## config.mk

```make
export PLATFORM = sky130hd
export DESIGN_NAME = outarb
export DESIGN_NICKNAME = d
export VERILOG_FILES = /design/src/rtl/outarb_pkg.sv /design/src/rtl/outarb_rrpick.sv /design/src/rtl/outarb.sv
export SDC_FILE = /design/constraint.sdc
export NUM_CORES = 1
export LEC_CHECK = 0
export BUFFER_PORTS_ARGS = -buffer_cell sky130_fd_sc_hd__buf_2
export CAP_MARGIN = 30
export CORE_UTILIZATION = 35
export DETAILED_ROUTE_END_ITERATION = 7
export HOLD_SLACK_MARGIN = 0.15
export SYNTH_ARGS = -nofsm -noshare
export SYNTH_HDL_FRONTEND = slang
export SYNTH_SLANG_ARGS = --single-unit
```

## constraint.sdc

```tcl
create_clock -name clk -period 3.05 [get_ports clk]
set_input_delay 0.61 -clock clk [delete_from_list [all_inputs] [get_ports clk]]
set_output_delay 0.61 -clock clk [all_outputs]
set_load 0.01 [all_outputs]
```

## src/rtl/outarb_pkg.sv

```systemverilog
// Switch-wide widths and flit flow codes shared by the arbiter, picker and bench.
// Mirrors the switch's common definitions so this slice stands alone.
package outarb_pkg;
    localparam int PORT   = 3;
    localparam int NPORT  = PORT + 1;
    localparam int PKTW   = 9;
    localparam int FLOWBH = 9;
    localparam int FLOWBL = 8;

    localparam logic [1:0] BODY = 2'b00;
    localparam logic [1:0] TAIL = 2'b01;
    localparam logic [1:0] HEAD = 2'b10;
endpackage

```

## src/rtl/outarb_rrpick.sv

```systemverilog
// Combinational 4-way round-robin picker: first set request at or above prio, wrapping.
module outarb_rrpick
    import outarb_pkg::*;
(
    input  logic [PORT:0] req_i,
    input  logic [1:0]    prio_i,
    output logic [PORT:0] gnt_o,
    output logic [1:0]    idx_o
);
    logic       found;
    logic [1:0] cand;

    always_comb begin
        gnt_o = '0;
        idx_o = '0;
        found = 1'b0;
        cand  = '0;
        for (int k = 0; k < NPORT; k++) begin
            cand = prio_i + 2'(k);
            if (!found && req_i[cand]) begin
                found        = 1'b1;
                gnt_o[cand]  = 1'b1;
                idx_o        = cand;
            end
        end
    end
endmodule

```

## src/rtl/outarb.sv

```systemverilog
// Per-output arbiter: grants one input per packet, holds it HEAD..TAIL, rotates priority.
module outarb
    import outarb_pkg::*;
(
    input  logic          clk,
    input  logic          rst,
    input  logic [PORT:0] req,
    input  logic [PKTW:0] pkt,
    input  logic          full,
    output logic [PORT:0] ack,
    output logic [1:0]    sel,
    output logic          busy
);
    typedef enum logic {IDLE = 1'b0, GRANT = 1'b1} state_t;

    state_t        state_q, state_d;
    logic [PORT:0] ack_q, ack_d;
    logic [1:0]    sel_q, sel_d;
    logic [1:0]    prio_q, prio_d;
    logic          busy_q, busy_d;

    logic [PORT:0] pick_gnt;
    logic [1:0]    pick_idx;
    logic          tail_xfer;
    logic          unused_pkt;

    assign unused_pkt = ^pkt[FLOWBL-1:0];
    assign tail_xfer  = (pkt[FLOWBH:FLOWBL] == TAIL) && !full;

    outarb_rrpick u_pick (
        .req_i  (req),
        .prio_i (prio_q),
        .gnt_o  (pick_gnt),
        .idx_o  (pick_idx)
    );

    always_comb begin
        state_d = state_q;
        ack_d   = ack_q;
        sel_d   = sel_q;
        prio_d  = prio_q;
        case (state_q)
            IDLE: begin
                if (|req && !full) begin
                    ack_d   = pick_gnt;
                    sel_d   = pick_idx;
                    state_d = GRANT;
                end
            end
            GRANT: begin
                // Requests are ignored until the packet's TAIL actually moves.
                if (tail_xfer) begin
                    ack_d   = '0;
                    sel_d   = '0;
                    prio_d  = sel_q + 2'd1;
                    state_d = IDLE;
                end
            end
            default: state_d = IDLE;
        endcase
        busy_d = |ack_d;
    end

    always_ff @(posedge clk or negedge rst) begin
        if (!rst) begin
            state_q <= IDLE;
            ack_q   <= '0;
            sel_q   <= '0;
            prio_q  <= '0;
            busy_q  <= 1'b0;
        end else begin
            state_q <= state_d;
            ack_q   <= ack_d;
            sel_q   <= sel_d;
            prio_q  <= prio_d;
            busy_q  <= busy_d;
        end
    end

    assign ack  = ack_q;
    assign sel  = sel_q;
    assign busy = busy_q;
endmodule

```

==> summary.md <==
| Metric | Value |
|---|---|
| Status | finished, final reports clean |
| Hold buffers post-CTS | 0 |
| Placed Cells | 137 |
| Rows | 17 |
| Die Area | ~2700 sq um |
| Die Span Y | 52.2 um |
| Worst min-delay path class | input port to asynchronous set/reset pin |
| Synthesized area | 883 sq um |
| Filler cells | around 230 |
| Longest Clk Path Bufs | 2 |
| Largest stage delay, worst path | 0.67 ns |
| Final Hold Fails | 0 |
| FMAX | between 0.3 and 0.4 GHz |
| Unrepaired setup endpoints after global routing | false |
| Avg Inst Size Synth | ~9.5 sq um |
| Worst-Skew Late Latency | approximately 0.26 ns |
| Register Area | ~250 sq um |
| Post-CTS Setup Bufs | 0 |
| Internal Power | roughly 0.49 mW |
| Drt pass-1 iters | 4 |
| Post-route antenna net violation count | 0 |
| Critical Path RT | about 3.2 ns |
| # diodes | 0 |
| Synth Warn # | 0 |
| Peak VDD IR | 460 uV |
| Synth async-reset ratio | 100% |
| Routability cong. | 0.843 |
| Power per Cell Area | 833 nW/um^2 |
| Most frequent cells after synthesis | 12 x nand2_1, 11 x a21oi_1, 10 x dfrtp_1 |
| Hold slack | approximately 0.2 ns |
| Worst slew pin tran | between 0.5 and 0.6 ns |
| CTS H-tree lvls | 1 |
| Sequential Power Share | 23.8% |
| DR WL/cell | about 14 um |
| Die W | approximately 52 um |
| Seq/Total Area, Yosys | 28.3% |
| Combinational power share | roughly two thirds |
| Final setup viols | 0 |
| Most common cell in the synthesized netlist | nand2_1 |
| Main flop type after synthesis | dfrtp_1 |
| Vias in the first global route | approximately 720 |
| Post-synth cell types | 34 |
| Synth top area share | roughly 28% |
| First-pass GRT wire length | approximately 3400 um |
| Mapped Cells | a little over 90 |
| Slowest cell on crit path | mux4_1 |
| Initial antenna violation count | 0 |
| Net count after synthesis | 116 |
| IO Port Bufs | 15 |
| HPWL Detailed | 1530 um |
| Clock-pin slew on the worst setup and hold paths | roughly 0.06 ns |
| CP Capture Type | register |
| Power Total | roughly 0.85 mW |
| Cell Chain, Critical Path | inv_1 -> ha_1 -> mux4_1 -> nand3b_1 -> a21oi_1 -> or3_1 -> a2111o_1 |
| WL final | a little under 2000 um |
| Io pins | 24 |
| Max FO, Critical Path | 6 |
| Fin crit period | about 2.6 ns |
| Net Sw Frac | between 40% and 50% |
| Share of cells above drive strength 1 | between 30% and 40% |
| Largest net degree at the start of global routing | 14 |
| Multi-input gate area | around 600 sq um |
| Clock power share | 9.9% |
| CTS Sinks | 10 |
| TNS Setup | 0 ns |
| Vias | ~800 |
| Drt drc | 0 |
| Register bit count reported by yosys | 10 |
| Nets | 137 |
| Critical Path Source Type | register |
| Final std cells w/o fill | 140 |
| CTS tree | yes |
| WS Path Type | register to register |
| Total CTS buffers | 3 |
| Post-CTS Resized | 0 |
| GRT overflow | 0 |
| Post-synth EDFFs | 0 |
| Post-route clock period utilization | around 84% |
| Area growth, synth to finish | 15.7% |
| Vias per cell | 5.57 |
| Max-slew headroom | about two thirds |
| Initial core utilization | roughly 38% |
| Initial DRC count | 13 |
| Max cap viols | 0 |
| Final Skew | 0.00120 ns |
| Max-slew violations | 0 |
| Synth area leader | dfrtp_1 |
| Core area | between 2000 and 2500 sq um |
| Synth top area cells | dfrtp_1 28%, ha_1 8.5%, a21oi_1 6.2%, mux4_1 5.9%, mux2_2 5.1% |
| WP data arrival | 2.72 ns |
| CTS Root Cell | clkbuf_4 |
| Static leakage power | between 0.4 and 0.5 nW |
| NetSw | ~0.37 mW |
| GRT Total Usage | between 10% and 20% |
path summary, 6_finish.rpt:
path	from	endpoint	slack (ns)	cells after the start
worst max-delay path	prio_q[0]$_DFFE_PN0P_	busy$_DFF_PN0_	0.47	7
worst min-delay path	rst	ack[3]$_DFF_PN0_	0.20	1
worst max register to register	prio_q[0]$_DFFE_PN0P_	busy$_DFF_PN0_	0.47	7
worst min register to register	sel[0]$_DFFE_PN0P_	prio_q[0]$_DFFE_PN0P_	0.54	1
max in group asynchronous	rst	sel[1]$_DFFE_PN0P_	2.66	1
min in group clk	sel[0]$_DFFE_PN0P_	prio_q[0]$_DFFE_PN0P_	0.54	1
cells in the final DEF, fill, tap and decap left out:
cell type and instances:
nor4_1 1, a211oi_1 1, nand3_1 1, or3b_2 1, nor3_1 1, and2_2 1
mux4_1 2, inv_1 2, buf_4 4, a22oi_1 1, mux4_2 2, a221oi_1 2
a2111o_1 1, dfrtp_1 10, nor2_1 4, a221oi_2 1, nor3b_1 1, nand3b_1 4
xor2_1 1, mux2_2 4, o21ai_0 8, nor2b_1 1, or3_1 2, or2b_2 1
a21o_1 4, nand2_1 12, buf_2 15, a21oi_1 11, or2_2 1, mux2i_1 1
ha_1 6, o21a_1 1, a21bo_2 1, clkbuf_4 3
routing by layer:
layer / wire [um] / track usage (%)
met1: 956 / 24.5
met2: 927 / 26.9
met5: 0 / 0
met4: 11 / 5.26
met3: 45 / 2.61
critical path, delay by kind of cell (launching register included):
kind / cells / cell delay (ns)
multiplexers: 1 / 0.67
AND/OR/NAND/NOR: 2 / 0.53
AO/OA/AOI/OAI: 2 / 0.50
flip-flops: 1 / 0.34
adder cells (fa/ha/maj): 1 / 0.33
buffers and inverters: 1 / 0.09
cells by family after synthesis:
group                    count (synthesis)  share of synthesized area [%]
AO/OA/AOI/OAI                           31                           22.8
adder cells (fa/ha/maj)                  6                           8.50
AND/OR/NAND/NOR                         31                           18.6
XOR/XNOR                                 1                          0.992
flip-flops                              10                           28.3
buffers and inverters                    5                           3.54
multiplexers                             9                           17.3
per-stage QoR:
stage / worst slack (ns) / util, % / area [sq um]
detailed placement: 0.500 / 43.5 / 1000
CTS: 0.478 / 44.5 / 1020
global placement: 0.533 / 43.5 / 1000
floorplan: 0.345 / - / 883
finish: 0.474 / 44.5 / 1020
global route: 0.386 / 44.5 / 1020
power by group through the flow:
stage | logic [mW] | registers, mW | clock network (mW)
3_5_place_dp | 0.561 | 0.206 | 0
5_1_grt | 0.629 | 0.210 | 0.0944
3_3_place_gp | 0.550 | 0.204 | 0
6_report | 0.565 | 0.203 | 0.0847
2_1_floorplan | 0.386 | 0.226 | 0
4_1_cts | 0.564 | 0.204 | 0.0885
layout make-up:
class,count,share of cell area [%]
clock buffers,3,2.20
inverters,2,0.734
multi-input cells,78,58.9
flip-flops and latches,10,24.5
repair buffers,19,10.3
well taps,28,3.43
flip-flops by register name, summed over array words and instances (netlist names):
name	flops
ack	4
busy	1
prio_q	2
sel	2
state_q	1
Note: power is estimated with default switching activity, not from simulation.
